File: src/rtl/mxn_rr_sel_if.sv
// Handshake bundle for mxn_rr_sel: N request channels in, one registered word out.
// Ports: in_valid/in_data/in_ready (producer side), out_valid/out_data/out_sel/out_ready (consumer side).
`timescale 1ns/1ps

interface mxn_rr_sel_if #(
    parameter int WIDTH = 4,
    parameter int N     = 4,
    parameter int SW    = $clog2(N)
);
    logic [N-1:0]       in_valid;
    logic [N*WIDTH-1:0] in_data;
    logic [N-1:0]       in_ready;
    logic               out_valid;
    logic [WIDTH-1:0]   out_data;
    logic [SW-1:0]      out_sel;
    logic               out_ready;

    // Environment view: drives requests and the consumer ready.
    modport master (
        output in_valid,
        output in_data,
        input  in_ready,
        input  out_valid,
        input  out_data,
        input  out_sel,
        output out_ready
    );

    // Selector view.
    modport slave (
        input  in_valid,
        input  in_data,
        output in_ready,
        output out_valid,
        output out_data,
        output out_sel,
        input  out_ready
    );
endinterface

File: src/rtl/mxn_rr_sel.sv
// N-channel WIDTH-bit round-robin selector with a registered valid/ready output.
// Ports: clk, reset_n (async, active-low), bus (mxn_rr_sel_if.slave). Macro: MXN_RR_SEL_FIXED_PRI_EN.
`timescale 1ns/1ps

module mxn_rr_sel #(
    parameter int WIDTH = 4,
    parameter int N     = 4,
    parameter int SW    = $clog2(N)
) (
    input  logic         clk,
    input  logic         reset_n,
    mxn_rr_sel_if.slave  bus
);

    typedef enum logic {
        EMPTY = 1'b0,
        FULL  = 1'b1
    } state_t;

    state_t          state_q;
    state_t          state_d;
    logic            load_ok;
    logic            any_req;
    logic            accept;
    logic [N-1:0]    grant;
    logic [SW-1:0]   gidx;
    logic [SW-1:0]   base;
    logic [SW:0]     idx_full;
    logic [SW-1:0]   idx;
    logic [WIDTH-1:0] data_q;
    logic [SW-1:0]   sel_q;

`ifdef MXN_RR_SEL_FIXED_PRI_EN
    // No rotating pointer: the search always begins at channel 0.
    assign base = '0;
`else
    logic [SW-1:0]   ptr_q;

    assign base = ptr_q;

    always_ff @(posedge clk or negedge reset_n) begin
        if (!reset_n) begin
            ptr_q <= '0;
        end else if (accept) begin
            if (gidx == SW'(N - 1)) begin
                ptr_q <= '0;
            end else begin
                ptr_q <= gidx + 1'b1;
            end
        end
    end
`endif

    // First requester at or above base, wrapping past N-1 back to 0.
    always_comb begin
        grant    = '0;
        gidx     = '0;
        any_req  = 1'b0;
        idx_full = '0;
        idx      = '0;
        for (int k = 0; k < N; k++) begin
            idx_full = {1'b0, base} + (SW+1)'(k);
            if (idx_full >= (SW+1)'(N)) begin
                idx_full = idx_full - (SW+1)'(N);
            end
            idx = idx_full[SW-1:0];
            if (!any_req && bus.in_valid[idx]) begin
                any_req     = 1'b1;
                gidx        = idx;
                grant[idx]  = 1'b1;
            end
        end
    end

    assign load_ok = (state_q == EMPTY) || bus.out_ready;
    assign accept  = load_ok && any_req;

    // Masked by reset so no channel sees a handshake while held in reset.
    assign bus.in_ready = (load_ok && reset_n) ? grant : '0;

    always_ff @(posedge clk or negedge reset_n) begin
        if (!reset_n) begin
            state_q <= EMPTY;
        end else begin
            state_q <= state_d;
        end
    end

    always_comb begin
        state_d = state_q;
        unique case (state_q)
            EMPTY: begin
                if (accept) begin
                    state_d = FULL;
                end
            end
            FULL: begin
                // Drain and reload on the same edge keeps the register full.
                if (accept) begin
                    state_d = FULL;
                end else if (bus.out_ready) begin
                    state_d = EMPTY;
                end
            end
            default: state_d = EMPTY;
        endcase
    end

    always_ff @(posedge clk or negedge reset_n) begin
        if (!reset_n) begin
            data_q <= '0;
            sel_q  <= '0;
        end else if (accept) begin
            data_q <= bus.in_data[int'(gidx)*WIDTH +: WIDTH];
            sel_q  <= gidx;
        end
    end

    assign bus.out_valid = (state_q == FULL);
    assign bus.out_data  = data_q;
    assign bus.out_sel   = sel_q;

endmodule
File: src/flat_wrapper.sv
// flat-port wrapper written by rule: the top's interface ports become plain ports
module mxn_rr_sel_flat 
#(
    parameter int WIDTH = 4,
    parameter int N     = 4,
    parameter int SW    = $clog2(N)
)
  (clk, reset_n, bus_in_valid, bus_in_data, bus_in_ready, bus_out_valid, bus_out_data, bus_out_sel, bus_out_ready);
  mxn_rr_sel_if #(.WIDTH(WIDTH), .N(N), .SW(SW)) bus_i ();
  input  logic clk;
  input  logic reset_n;
  input wire logic [$bits(bus_i.in_valid)-1:0] bus_in_valid;
  input wire logic [$bits(bus_i.in_data)-1:0] bus_in_data;
  output wire logic [$bits(bus_i.in_ready)-1:0] bus_in_ready;
  output wire logic [$bits(bus_i.out_valid)-1:0] bus_out_valid;
  output wire logic [$bits(bus_i.out_data)-1:0] bus_out_data;
  output wire logic [$bits(bus_i.out_sel)-1:0] bus_out_sel;
  input wire logic [$bits(bus_i.out_ready)-1:0] bus_out_ready;
  assign bus_i.in_valid = bus_in_valid;
  assign bus_i.in_data = bus_in_data;
  assign bus_in_ready = bus_i.in_ready;
  assign bus_out_valid = bus_i.out_valid;
  assign bus_out_data = bus_i.out_data;
  assign bus_out_sel = bus_i.out_sel;
  assign bus_i.out_ready = bus_out_ready;
  mxn_rr_sel #(.WIDTH(WIDTH), .N(N), .SW(SW)) u_core (.clk(clk), .reset_n(reset_n), .bus(bus_i));
endmodule
File: config.mk
export PLATFORM = sky130hd
export DESIGN_NAME = mxn_rr_sel_flat
export DESIGN_NICKNAME = d
export VERILOG_FILES = /design/src/rtl/mxn_rr_sel_if.sv /design/src/rtl/mxn_rr_sel.sv /design/src/flat_wrapper.sv
export SDC_FILE = /design/constraint.sdc
export NUM_CORES = 1
export LEC_CHECK = 0
export ABC_AREA = 1
export BUFFER_PORTS_ARGS = -buffer_cell sky130_fd_sc_hd__buf_2
export CAP_MARGIN = 20
export CORE_MARGIN = 2
export CORE_UTILIZATION = 40
export CTS_CLUSTER_SIZE = 16
export DETAILED_ROUTE_END_ITERATION = 6
export PLACE_DENSITY = 0.62
export SLEW_MARGIN = 5
export SYNTH_ARGS = -nofsm -noshare
export SYNTH_HDL_FRONTEND = slang
export SYNTH_SLANG_ARGS = --single-unit
File: constraint.sdc
create_clock -name clk -period 4.3 [get_ports clk]
set_input_delay 0.645 -clock clk [delete_from_list [all_inputs] [get_ports clk]]
set_output_delay 0.645 -clock clk [all_outputs]
set_load 0.01 [all_outputs]
==> results.tsv, run 1 <==
metric	value	unit
hold_path_class	primary input to asynchronous set/reset pin	
fp-row-count	19	
diodes	0	
grt-ovfl-total	0	
worst_setup_path_start_kind	flip-flop	
syn_to_final_growth	17.1	%
finalSetupTns	0	ps
required	3650	ps
slew_headroom	0.618	
die_h	57.5	um
rsz0062_at_grt	false	
crit_end	bus_in_ready[3]	
drt_iter0_markers	42	
htreeDepth	1	
root_buffer	clkbuf_4	
p_total	1.18	mW
crit_start	u_core.base[0]	
yosysTopAreaCell	dfrtp_1	
wl_per_cell	10.8	um
pre_cts_ws	1390	ps
clock_skew	3.63	ps
viasPerCell	4.92	
drt-total-wl	2620	um
p_per_area	877	nW/um^2
ios	34	
routabilityCongestion	1.01	
clock_latency	260	ps
fmax	311	MHz
finalHoldViolCount	0	
clk_pin_slew_worst_paths	70	ps
syn_area	1150	um^2
power_leakage	0.816	nW
final_area	1340	um^2
initial_utilization	0.419	
cts_buffers	3	
drtPass1Iterations	4	
core_region_area	2730	um^2
reg2reg_from	u_core.base[0]	
worst_pin_slew	572	ps
grt_pass1_vias	1117	
most-common-layout-cells	nand2_1, buf_2, inv_1	
ys_seq_area_frac	0.197	
cts.sinks	9	
grt_pass1_wl	4530	um
crit_top_cell	inv_1	
grt.total_usage	0.169	
cts_hold_buf	0	
drc	0	
r2r_slack	1790	ps
antenna_left	0	
max-cap-violations	0	
cts_resized	0	
drive_above_1_share	0.313	
period_share	0.748	
final_net_count	242	
crit_type	flip-flop to output pin	
arrival	2570	ps
slowest_stage	dfrtp_1	
crit_chain	inv_6 > ha_1 > inv_1 > nand3_2 > nand2_4 > nand2_2 > nor2_1 > a21oi_1 > o21ai_0 > nand2_1 > inv_1 > buf_2	
r2r_cells	12	
finalCriticalPeriod	3220	ps
synth_area_leaders	dfrtp_1, nand2_1, inv_1, nand3_1, ha_1	
avgSynthCellArea	6.48	um^2
grt_max_degree	15	
cts_tree	done	
die_x	57.5	um
slew_viol_final	0	
fin_ws	1080	ps
portBuffers	33	
antenna_found_initial	0	
synthDistinctLibCells	27	
r2r_end	u_core.base[1]	
endpoint_kind	output pin	
max_stage_delay	710	ps
ys_warn_count	0	
place_hpwl	2210	um
syn_nets	207	
ys_seq_elements	9	
synth_cells	177	
final_core_util	0.491	
cts_buffer_depth	2	
status	finished, final reports clean	
die-area	3310	um^2
setup_viol	0	
postCtsSetupBuffers	0	
synth_top_area_frac	0.197	
cp_max_fo	14	
ir_worst_vdd	0.598	mV
final_common_cell	nand2_1	
n_fill_cell	292	
place_area	1320	um^2
via_count	1191	
[per-layer routing]
metal / track usage / part of all wire / vias up
li1: - / - / 619
met1: 0.218 / 0.46 / 520
met2: 0.292 / 0.47 / 48
met3: 0.0227 / 0.050 / 4
met4: 0.0532 / 0.013 / 0
met5: 0 / 0 / -
[flip-flops by register name (all words and copies together), names as in the netlist]
signal / count
u_core.base: 2
u_core.bus.out_valid: 1
u_core.bus.out_data: 4
u_core.bus.out_sel: 2
[how the worst min path moves through the flow]
stage	startpoint	to	slack [ps]	cells after the start
CTS	reset_n	u_core.bus.out_valid	230	1
global placement	u_core.bus.out_data[3]	u_core.bus.out_data[3]	460	2
finish	reset_n	u_core.bus.out_valid	220	1
floorplan	reset_n	u_core.base[0]	350	0
detailed placement	u_core.bus.out_data[3]	u_core.bus.out_data[3]	460	2
global route	reset_n	u_core.bus.out_valid	230	1
[cells in the mapped netlist (all sizes together)]
master and number:
a21oi 6, or2 1, inv 37, dfrtp 9, a22oi 1, buf 3, a21boi 2, ha 7
nand4 2, nand2 64, o211ai 1, nand3 27, o21ai 7, nor2 9, o22ai 1
[critical path, delay by kind of cell (launching register included)]
family          cells  cell delay, ps
flops               1             710
simple gates        5             600
buf+inv             4             440
fa+ha+maj           1             370
compound gates      2             180
[power breakdown]
| part | total (mW) | internal, mW | switching [mW] |
|---|---|---|---|
| logic | 0.930 | 0.314 | 0.616 |
| registers | 0.180 | 0.129 | 0.0515 |
| clock network | 0.0673 | 0.0358 | 0.0314 |
[cell type report]
cell class	instances	area, um^2	area share
repair buffers	33	165	0.123
clock buffers	4	26.3	0.0196
well taps	31	38.8	0.0289
flip-flops and latches	9	225	0.168
multi-input cells	128	741	0.552
inverters	37	146	0.109
[per-stage QoR]
stage	cells	hold WS [ps]
finish	242	224
global route	242	234
CTS	242	230
detailed placement	238	461
global placement	238	461
floorplan	177	349
[cells by family after synthesis]
group / synth area share
fa+ha+maj: 0.0764
simple gates: 0.478
flops: 0.197
buf+inv: 0.157
compound gates: 0.0917
No activity file was read; power rests on OpenSTA's default activity.
==> run 2: changes to the inputs <==
--- a/config.mk
+++ b/config.mk
@@ -5,14 +5,14 @@
 export SDC_FILE = /design/constraint.sdc
 export NUM_CORES = 1
 export LEC_CHECK = 0
-export ABC_AREA = 1
+export ABC_AREA = 0
 export BUFFER_PORTS_ARGS = -buffer_cell sky130_fd_sc_hd__buf_2
 export CAP_MARGIN = 20
 export CORE_MARGIN = 2
 export CORE_UTILIZATION = 40
 export CTS_CLUSTER_SIZE = 16
 export DETAILED_ROUTE_END_ITERATION = 6
-export PLACE_DENSITY = 0.62
+export PLACE_DENSITY = 0.66
 export SLEW_MARGIN = 5
 export SYNTH_ARGS = -nofsm -noshare
 export SYNTH_HDL_FRONTEND = slang
==> constraint.sdc (replaced) <==
create_clock -name clk -period 2.7 [get_ports clk]
set_input_delay 0.405 -clock clk [delete_from_list [all_inputs] [get_ports clk]]
set_output_delay 0.405 -clock clk [all_outputs]
set_load 0.01 [all_outputs]
==> run 2 against run 1 <==
- synthesized area shrank 6.7%
- register-to-register slack got worse by 1700 ps
- core utilization increased by 6.7 points
- clock-buffer cell count did not move
- largest cell class unchanged
==> results.tsv, run 2 <==
metric	value	unit	change
status	finished, final reports clean		unchanged
drtPass1Iterations	4		unchanged
n_fill_cell	242		was 292
diodes	0		unchanged
via_count	1023		was 1191
synth_mux_area_frac	0.177		was 0
yosysTopAreaCell	dfrtp_1		unchanged
slew_viol_final	0		unchanged
met1_usage	0.230		was 0.218
finalHoldViolCount	0		unchanged
synthArstFlopShare	1.00		unchanged
clock_latency	260	ps	about the same
synth_top_area_frac	0.211		was 0.197
wl_per_cell	13.3	um	was 10.8 um
cp_max_fo	10		was 14
cts.sinks	9		unchanged
core_region_area	2500	um^2	was 2730 um^2
synth_cells	116		was 177
grt_pass1_vias	956		was 1117
drt-total-wl	2500	um	was 2620 um
synthDistinctLibCells	40		was 27
die_h	55.7	um	was 57.5 um
clk_pin_slew_worst_paths	60	ps	was 70 ps
syn_to_final_growth	30.4	%	was 17.1%
final_common_cell	buf_2		was nand2_1
period_share	0.949		
drt_iter0_markers	5		was 42
endpoint_kind	flip-flop		was output pin
drc	0		unchanged
synth_top_family_by_area	compound AO/OA/AOI/OAI gates		was simple AND/OR/NAND/NOR gates
antenna_found_initial	0		unchanged
final_area	1400	um^2	was 1340 um^2
synth_xor_area_frac	0.00819		was 0
portBuffers	33		unchanged
worst_pin_slew	389	ps	was 572 ps
cts_tree	done		unchanged
largest_reg_flops	4		unchanged
synth_area_leaders	dfrtp_1, mux2_2, ha_1, mux4_2, nor2_1		was dfrtp_1, nand2_1, inv_1, nand3_1, ha_1
synth.cells.most_frequent	nor2_1, dfrtp_1, mux2_2, nand2_1, ha_1		was nand2_1, inv_1, nand3_1, dfrtp_1, nand2_2
ys_warn_count	0		unchanged
initial_utilization	0.428		was 0.419
clock_skew	5.56	ps	was 3.63 ps
grt.total_usage	0.164		was 0.169
grtUsageMet3	0.0140		was 0.0227
fp-row-count	18		was 19
hold_path_class	primary input to flip-flop		was primary input to asynchronous set/reset pin
ys_seq_elements	9		unchanged
synth_simple_gate_area_frac	0.223		was 0.478
yosysMostFrequentCell	nor2_1		was nand2_1
place_area	1290	um^2	was 1320 um^2
ys_seq_area_frac	0.211		was 0.197
avgSynthCellArea	9.22	um^2	was 6.48 um^2
ios	34		unchanged
synth_compound_area_frac	0.241		was 0.0917
synthAdderAreaFrac	0.0819		was 0.0764
arrival	2710	ps	was 2570 ps
routabilityCongestion	0.815		was 1.01
grt-ovfl-total	0		unchanged
seqCellArea	225	um^2	unchanged
grt_util_met2	0.276		was 0.292
worst_setup_path_start_kind	flip-flop		unchanged
cts_buffers	3		unchanged
grt_busiest_layer	met2		unchanged
crit_type	flip-flop to flip-flop		was flip-flop to output pin
drive_above_1_share	0.487		was 0.313
max-cap-violations	0		unchanged
syn_area	1070	um^2	was 1150 um^2
setup_viol	0		unchanged
final_net_count	189		was 242
cts_buffer_depth	2		unchanged
finalSetupTns	0	ps	unchanged
slew_headroom	0.741		was 0.618
required	2840	ps	was 3650 ps
finalCriticalPeriod	2560	ps	
ir_worst_vdd	0.691	mV	was 0.598 mV
multi_input_area	818	um^2	was 741 um^2
p_per_area	1190	nW/um^2	was 877 nW/um^2
htreeDepth	1		unchanged
viasPerCell	5.44		was 4.92
rsz0062_at_grt	false		unchanged
synth_edf_count	0		unchanged
root_buffer	clkbuf_4		unchanged
place_hpwl	1910	um	was 2210 um
most-common-layout-cells	buf_2, nor2_1, buf_4		was nand2_1, buf_2, inv_1
power_leakage	0.658	nW	was 0.816 nW
grt_max_degree	14		was 15
fmax	390	MHz	
syn_nets	146		was 207
die-area	3100	um^2	was 3310 um^2
antenna_left	0		unchanged
grt_pass1_wl	4280	um	was 4530 um
die_x	55.7	um	was 57.5 um
synthFlopType	dfrtp_1		unchanged
-- run 2: area by class of cell --
| type | instances | area share |
|---|---|---|
| well taps | 30 | 0.0269 |
| inverters | 5 | 0.0135 |
| multi-input cells | 94 | 0.587 |
| clock buffers | 4 | 0.0188 |
| flip-flops and latches | 9 | 0.161 |
| repair buffers | 46 | 0.193 |
-- run 2: power breakdown --
group / internal [mW] / switching [mW] / total, mW / leakage (nW)
registers: 0.196 / 0.0349 / 0.231 / 0.105
logic: 0.664 / 0.657 / 1.32 / 0.539
clock network: 0.0568 / 0.0448 / 0.102 / 0.0150
total: 0.917 / 0.737 / 1.65 / 0.658
-- run 2: through the flow --
stage / power [mW] / cells / hold slack (ps) / worst slack, ps / utilization
6_report: 1.65 / 188 / 498 / 139 / 0.558
5_1_grt: 1.80 / 188 / 512 / 4.21 / 0.558
4_1_cts: 1.53 / 182 / 490 / 41.7 / 0.529
3_5_place_dp: 1.42 / 177 / 277 / 198 / 0.515
3_3_place_gp: 1.39 / 177 / 273 / 268 / 0.515
2_1_floorplan: 1.15 / 116 / 109 / 75.3 / -
-- run 2: logic make-up after synthesis --
group	count (synthesis)
buffers and inverters	13
AOI/OAI and AO/OA	28
and+or+nand+nor	44
DFF	9
xor gates and xnor gates	1
adders and majority gates	7
muxes	14
-- run 2: path summary, 6_finish.rpt --
check | startpoint | to | slack (ps) | cells after the start
setup reg to reg | u_core.base[0] | u_core.bus.out_data[3] | 140 | 8
max in group asynchronous | reset_n | u_core.bus.out_valid | 1980 | 2
setup / recovery | u_core.base[0] | u_core.bus.out_data[3] | 140 | 8
hold reg to reg | u_core.bus.out_sel[1] | u_core.bus.out_sel[1] | 500 | 1
hold / removal | bus_in_valid[0] | u_core.bus.out_valid | 500 | 3
min in group asynchronous | reset_n | u_core.bus.out_data[3] | 530 | 2
-- run 2: timing repair --
item | in CTS | in global routing
hold buffers | 1 | 0
hold endpoints to repair | 7 | 0
gates resized for setup | 0 | 6
buffers inserted | 0 | 7
endpoints found under the setup margin | 0 | 4
-- run 2: per-layer routing --
metal / vias to the layer above / part of all wire / routed length, um
met5: - / 0 / 0
met4: 0 / 0.0020 / 5
met3: 2 / 0.044 / 110
met2: 37 / 0.49 / 1230
met1: 470 / 0.46 / 1150
li1: 514 / - / -
-- run 2: worst max-delay path, stage by stage, from the launching register on --
cell      delay [ps]
dfrtp_1          400
inv_2             70
ha_4             290
mux4_2           420
o211ai_2         120
nand4_2          110
a21boi_4         310
mux2_2           380
a221o_1          340
